$ cat src/rtl/quad_encoder_gen_if.sv
// rtl/quad_encoder_gen_if.sv - command and quadrature-output bundle for quad_encoder_gen
interface quad_encoder_gen_if #(
  parameter int PERIOD_W = 16,
  parameter int STEPS_W  = 16,
  parameter int POS_W    = 16
);
  logic                start;
  logic                dir;
  logic [STEPS_W-1:0]  steps;
  logic [PERIOD_W-1:0] half_period;
  logic                stop;
  logic                quadA;
  logic                quadB;
  logic                busy;
  logic                done;
  logic [POS_W-1:0]    position;

  modport master (
    output start, dir, steps, half_period, stop,
    input  quadA, quadB, busy, done, position
  );

  modport slave (
    input  start, dir, steps, half_period, stop,
    output quadA, quadB, busy, done, position
  );
endinterface

$ cat src/rtl/quad_encoder_gen.sv
// rtl/quad_encoder_gen.sv - quadrature A/B pulse-train generator with signed edge position
module quad_encoder_gen #(
  parameter int PERIOD_W = 16,
  parameter int STEPS_W  = 16,
  parameter int POS_W    = 16
) (
  input  logic               clk,
  input  logic               reset,
  quad_encoder_gen_if.slave  bus
);
  typedef enum logic {IDLE, RUN} state_t;

  state_t              state;
  logic [PERIOD_W-1:0] timer;
  logic [PERIOD_W-1:0] period_r;
  logic [PERIOD_W-1:0] hp_eff;
  logic [STEPS_W-1:0]  remaining;
  logic                dir_r;
  logic                a_r;
  logic                b_r;
  logic                busy_r;
  logic                done_r;
  logic [POS_W-1:0]    pos_r;

  always_comb begin
    hp_eff = bus.half_period;
    if (bus.half_period == '0)
      hp_eff = PERIOD_W'(1);
  end

  always_ff @(posedge clk) begin
    if (reset) begin
      state     <= IDLE;
      timer     <= '0;
      period_r  <= '0;
      remaining <= '0;
      dir_r     <= 1'b0;
      a_r       <= 1'b0;
      b_r       <= 1'b0;
      busy_r    <= 1'b0;
      done_r    <= 1'b0;
      pos_r     <= '0;
    end else begin
      done_r <= 1'b0;
      case (state)
        IDLE: begin
          if (bus.start) begin
            if (bus.steps != '0) begin
              dir_r     <= bus.dir;
              remaining <= bus.steps;
              period_r  <= hp_eff;
              timer     <= hp_eff;
              busy_r    <= 1'b1;
              state     <= RUN;
            end else begin
              done_r <= 1'b1;
            end
          end
        end
        RUN: begin
          // stop takes priority over an edge falling due in the same cycle
          if (bus.stop) begin
            busy_r <= 1'b0;
            state  <= IDLE;
          end else if (timer == PERIOD_W'(1)) begin
            // forward: A_new = ~B_old, B_new = A_old; reverse is the mirror step
            a_r       <= dir_r ? ~b_r : b_r;
            b_r       <= dir_r ? a_r : ~a_r;
            pos_r     <= dir_r ? pos_r + POS_W'(1) : pos_r - POS_W'(1);
            remaining <= remaining - STEPS_W'(1);
            timer     <= period_r;
            if (remaining == STEPS_W'(1)) begin
              busy_r <= 1'b0;
              done_r <= 1'b1;
              state  <= IDLE;
            end
          end else begin
            timer <= timer - PERIOD_W'(1);
          end
        end
        default: state <= IDLE;
      endcase
    end
  end

  assign bus.quadA    = a_r;
  assign bus.quadB    = b_r;
  assign bus.busy     = busy_r;
  assign bus.done     = done_r;
  assign bus.position = pos_r;
endmodule

$ cat src/flat_wrapper.sv
// flat-port wrapper written by rule: the top's interface ports become plain ports
module quad_encoder_gen_flat 
#(
  parameter int PERIOD_W = 16,
  parameter int STEPS_W  = 16,
  parameter int POS_W    = 16
)
  (clk, reset, bus_start, bus_dir, bus_steps, bus_half_period, bus_stop, bus_quadA, bus_quadB, bus_busy, bus_done, bus_position);
  quad_encoder_gen_if #(.PERIOD_W(PERIOD_W), .STEPS_W(STEPS_W), .POS_W(POS_W)) bus_i ();
  input  logic clk;
  input  logic reset;
  input wire logic [$bits(bus_i.start)-1:0] bus_start;
  input wire logic [$bits(bus_i.dir)-1:0] bus_dir;
  input wire logic [$bits(bus_i.steps)-1:0] bus_steps;
  input wire logic [$bits(bus_i.half_period)-1:0] bus_half_period;
  input wire logic [$bits(bus_i.stop)-1:0] bus_stop;
  output wire logic [$bits(bus_i.quadA)-1:0] bus_quadA;
  output wire logic [$bits(bus_i.quadB)-1:0] bus_quadB;
  output wire logic [$bits(bus_i.busy)-1:0] bus_busy;
  output wire logic [$bits(bus_i.done)-1:0] bus_done;
  output wire logic [$bits(bus_i.position)-1:0] bus_position;
  assign bus_i.start = bus_start;
  assign bus_i.dir = bus_dir;
  assign bus_i.steps = bus_steps;
  assign bus_i.half_period = bus_half_period;
  assign bus_i.stop = bus_stop;
  assign bus_quadA = bus_i.quadA;
  assign bus_quadB = bus_i.quadB;
  assign bus_busy = bus_i.busy;
  assign bus_done = bus_i.done;
  assign bus_position = bus_i.position;
  quad_encoder_gen #(.PERIOD_W(PERIOD_W), .STEPS_W(STEPS_W), .POS_W(POS_W)) u_core (.clk(clk), .reset(reset), .bus(bus_i));
endmodule
$ cat config.mk
export PLATFORM = sky130hd
export DESIGN_NAME = quad_encoder_gen_flat
export DESIGN_NICKNAME = d
export VERILOG_FILES = /design/src/rtl/quad_encoder_gen_if.sv /design/src/rtl/quad_encoder_gen.sv /design/src/flat_wrapper.sv
export SDC_FILE = /design/constraint.sdc
export NUM_CORES = 1
export LEC_CHECK = 0
export CORE_MARGIN = 2
export CORE_UTILIZATION = 48
export DETAILED_ROUTE_END_ITERATION = 7
export DONT_BUFFER_PORTS = 1
export GPL_TIMING_DRIVEN = 0
export SLEW_MARGIN = 30
export SYNTH_ARGS = -nofsm -noshare
export SYNTH_HDL_FRONTEND = slang
export SYNTH_SLANG_ARGS = --single-unit
$ cat constraint.sdc
create_clock -name clk -period 6.2 [get_ports clk]
set_input_delay 0 -clock clk [delete_from_list [all_inputs] [get_ports clk]]
set_output_delay 0 -clock clk [all_outputs]
set_load 0.1 [all_outputs]
Word level (Yosys, flattened, before mapping)

Cells that the tools add are included.

Flip-flop bits (word level): 70
Input bits: 37
Word-level logic and storage cells: 65

Add/subtract/negate cells: 4
Equal/unequal tests: 8
Muxes and demuxes: 32
Bitwise logic cells: 4
Reductions and logical operators: 7

Operator list:

| operator              | number |
|---|---|
| $mux 16               | 10 |
| $pmux 16 s2           | 2 |
| $sub 16x1->16 const B | 3 |
| $eq 16x1->1 const B   | 2 |
| $mux 1                | 17 |
| $add 16x1->16 const B | 1 |
| $logic_not 16->1      | 1 |
| $reduce_bool 16->1    | 1 |
| $reduce_and 3->1      | 3 |
| $reduce_and 4->1      | 2 |
| $ne 2x2->1 const B    | 3 |
| $ne 3x3->1 const B    | 2 |
| $pmux 1 s2            | 3 |
| $not 1->1             | 4 |
| $ne 2x1->1 const B    | 1 |

Logic depth before layout (Yosys ltp)

Word-level depth: 5
Gate-level depth with buffers: 9
Gate-level depth less buffers: 7

Worst setup path before layout

No wires, ideal clock.

Path type: register to register
Start: register u_core.pos_r[2] (netlist: u_core.bus.position[2])
End: register u_core.pos_r[6] (netlist: u_core.bus.position[6])
Library setup time: 0.065 ns
Arrival time: 2.467 ns
Data required time: 6.135 ns
Slack: 3.668 ns
Stages on the path, launching flop included: 7
Buffers on the path: 0
Period minus slack after synthesis: 2.532 ns
Cells stage by stage: dfxtp_1 ha_1 nor2b_1 o211ai_1 a21boi_0 or4_1 nand3_1

Word-level cells in the longest chain between the ends: 2
Elaborated cells on any way between the ends: 3
Classes of those cells: add/sub: 2; mux: 1

Ends and longest elaborated chain:

| what                                           | line                   | RTL |
|---|---|---|
| start, declared                                | quad_encoder_gen.sv:23 | `logic [POS_W-1:0] pos_r;` |
| start signal, assigned                         | quad_encoder_gen.sv:69 | `pos_r <= dir_r ? pos_r + POS_W'(1) : pos_r - POS_W'(1);` |
| $sub 16x1->16 or $add 16x1->16 (tied branches) | quad_encoder_gen.sv:69 |  |
| $mux 16 *                                      | quad_encoder_gen.sv:69 |  |

Mark *: on every way between the ends. The rest lies on a longest branch, timed or not.
A chain may end at the register's enable or synchronous reset.

Final worst setup path

Start: register u_core.dir_r
End: register u_core.pos_r[6] (netlist: u_core.bus.position[6])

Word-level cells in the longest chain between the ends: 1

Ends and longest elaborated chain:

| what                   | line                   | RTL |
|---|---|---|
| start, declared        | quad_encoder_gen.sv:18 | `logic dir_r;` |
| start signal, assigned | quad_encoder_gen.sv:49 | `dir_r <= bus.dir;` |
| $mux 16                | quad_encoder_gen.sv:69 |  |

Every way passes these cells.

==> results.json <==
{
  "end_kind": "register",
  "path_class": "reg2reg",
  "clock_sinks": 70,
  "dieHeight_um": 99.9,
  "clock_path_buffers": 2,
  "fmax_mhz": 368,
  "synth-main-ff-cell": "dfxtp_1",
  "synth_cells": 560,
  "grt_pass1_wl_um": 21900,
  "slew_viol_final": 0,
  "period_needed_ns": 2.71,
  "final_cells": 721,
  "hold_path_class": "in2reg",
  "crit_path_start_kind": "register",
  "outcome": "complete, no violations",
  "fin_skew_ns": 0.0151,
  "cts_tree": "done",
  "drt_iter0_markers": 207,
  "post-place-cells": 671,
  "setup_violations": 0,
  "r2r-end": "u_core.bus.position[6]",
  "dpl_cell_area_sq_um": 4560,
  "wl_um": 13700,
  "die_x_um": 99.9,
  "postLayoutCellArea_sq_um": 5150,
  "whs_endpoint": "u_core.bus.done",
  "rows": 35,
  "numPortBuffers": 0,
  "ir_drop_mv": 0.115,
  "critPathArrivalTime_ns": 3.01,
  "rsz0062_at_grt": "false",
  "setup_ws_ns": 3.49,
  "grt_pass1_vias": 4396,
  "post-dp-hpwl_um": 9640,
  "avgSynthCellArea_sq_um": 7.89,
  "netlist_area_sq_um": 4420,
  "ff2ff_setup_slack_ns": 3.49,
  "synth_async_sr_flop_share_pct": 0,
  "area_delta_synth_final_pct": 16.6,
  "slew_headroom_pct": 31.6,
  "initial_core_util_pct": 48.7,
  "tightest_slew_ns": 1.03,
  "drc_errors": 0,
  "cp_data_required_time_ns": 6.49,
  "clock_latency_ns": 0.36,
  "fin_nets": 661,
  "num_vias": 4511,
  "cts.clk_slew.worst_paths_ns": 0.08,
  "htreeDepth": 3,
  "grt_max_degree": 18,
  "post_cts_resized": 0,
  "root_buffer": "clkbuf_8",
  "drive_gt1_share_pct": 7.54,
  "die_area_sq_um": 9990,
  "ant_nets": 0,
  "fin_util_pct": 56.8,
  "dr.pass1.iters": 4,
  "num_io_pins": 57,
  "yosysWarnings": 0,
  "vias_per_cell": 6.26,
  "grtUsageTotal_pct": 27.8,
  "synth_nets": 616,
  "synth_cell_type_count": 58,
  "cp_max_fo": 17,
  "p_per_area_nw_per_um2": 242,
  "core_area_sq_um": 9060,
  "place_ws_ns": 3.41,
  "place.gp.congestion": 0.945,
  "synth-edff-count": 0,
  "r2r_start": "u_core.dir_r",
  "antenna_found_initial": 0,
  "synth-seq-area-share_pct": 31.7,
  "worstHoldStart": "bus_start",
  "drt-wirelength-per-cell_um": 19.0,
  "ys_ff_latch": 70,
  "fin_setup_tns_ns": 0,
  "maxCapViolCount": 0,
  "cts_buffers": 9,
  "worstRegToRegCells": 7,
  "grt_overflow_total": 0,
  "period_share_pct": 43.8,
  "holdPathStages": 3,
  "n_antenna_cell": 0,
  "leakage_nw": 1.93,
  "hold_viol": 0
}
layout make-up:
cell class,count,area (sq um)
inverters,14,52.6
flip-flops and latches,70,1410
well taps,111,139
plain buffers,38,165
clock inverters,5,106
fillers,886,3910
repair buffers,34,340
multi-input cells,438,2800
clock buffers,11,141
synth_stat cells, types with 11 or more instances:
library cell | instances | area, sq um
a211oi_1 | 16 | 120
a21oi_1 | 51 | 255
clkbuf_1 | 24 | 90.1
dfxtp_1 | 70 | 1400
ha_1 | 18 | 225
inv_1 | 13 | 48.8
mux2i_1 | 16 | 160
nand2_1 | 43 | 161
nand3_1 | 18 | 90.1
nor2_1 | 55 | 206
nor3_1 | 17 | 85.1
nor4_1 | 17 | 106
o211ai_1 | 11 | 82.6
o21a_1 | 12 | 90.1
o21ai_0 | 34 | 170
report_power, final:
group / leakage (nW) / internal, mW / switching (mW) / total, mW
clock: 0.120 / 0.279 / 0.192 / 0.472
sequential: 0.576 / 0.476 / 0.0341 / 0.511
combinational: 1.23 / 0.108 / 0.156 / 0.264
total: 1.93 / 0.864 / 0.382 / 1.25
cells by family after synthesis:
kind of cell / count (synthesis) / synth area share (%)
compound gates: 174 / 25.4
xor+xnor: 17 / 3.37
fa+ha+maj: 19 / 5.55
buf+inv: 52 / 4.93
flops: 70 / 31.7
mux: 18 / 4.13
simple gates: 210 / 24.9
worst max path at each step:
| stage | start | end | slack, ns |
|---|---|---|---|
| detailed placement | u_core.bus.position[2] | u_core.bus.position[6] | 3.41 |
| CTS | u_core.bus.position[2] | u_core.bus.position[6] | 3.38 |
| finish | u_core.dir_r | u_core.bus.position[6] | 3.49 |
| floorplan | u_core.bus.position[2] | u_core.bus.position[6] | 3.67 |
| global route | u_core.dir_r | u_core.bus.position[6] | 3.27 |
| global placement | u_core.bus.position[2] | u_core.bus.position[6] | 3.43 |
metal layers:
metal | global-route usage (%) | share of wire, % | vias to the layer above
met1 | 35.3 | 45 | 2170
met2 | 47.1 | 48 | 135
met4 | 10.1 | 1.7 | 0
li1 | - | - | 2182
met3 | 5.15 | 5.2 | 24
met5 | 0 | 0 | -
flip-flops by register name, summed over array words and instances, names as in the netlist:
signal / flops
u_core.bus.busy: 1
u_core.bus.quadB: 1
u_core.state: 1
u_core.remaining: 16
u_core.bus.position: 16
u_core.dir_r: 1
u_core.bus.done: 1
u_core.period_r: 16
u_core.bus.quadA: 1
u_core.timer: 16
worst max-delay path, cell delays in order, from the launching register on:
cell      delay [ns]
dfxtp_1         0.51
inv_1           0.39
ha_1            0.46
nor2b_1         0.17
o211ai_1        0.39
a21boi_0        0.18
or4_1           0.48
nand3_1         0.09
layout by cell type, fill, tap and decap left out, types with 9 or more instances in the layout:
cell / n
a31oi_1: 9
nor3_1: 17
nand2_1: 43
clkbuf_8: 10
o211ai_1: 11
xnor2_1: 10
a211oi_1: 16
nor2_1: 55
o21ai_0: 34
ha_1: 18
buf_2: 9
nor4_1: 17
dfxtp_1: 65
clkbuf_1: 25
nor2b_1: 9
inv_1: 13
nand3_1: 18
o21a_1: 12
dlygate4sd3_1: 34
nand4_1: 10
mux2i_1: 16
a21oi_1: 51
what timing repair did:
| item | CTS | global route |
|---|---|---|
| hold endpoints to repair | 50 | 0 |
| hold buffers | 34 | 0 |
| setup buffers | 0 | 0 |
stage by stage:
| step | hold WS (ns) | power (mW) |
|---|---|---|
| after global placement | 0.149 | 0.755 |
| after CTS | 0.0559 | 1.25 |
| after global routing | 0.0924 | 1.31 |
| after detailed placement | 0.151 | 0.759 |
| final | 0.0543 | 1.25 |
| after floorplan | 0.140 | 0.700 |
Note: power is estimated with default switching activity, not from simulation.
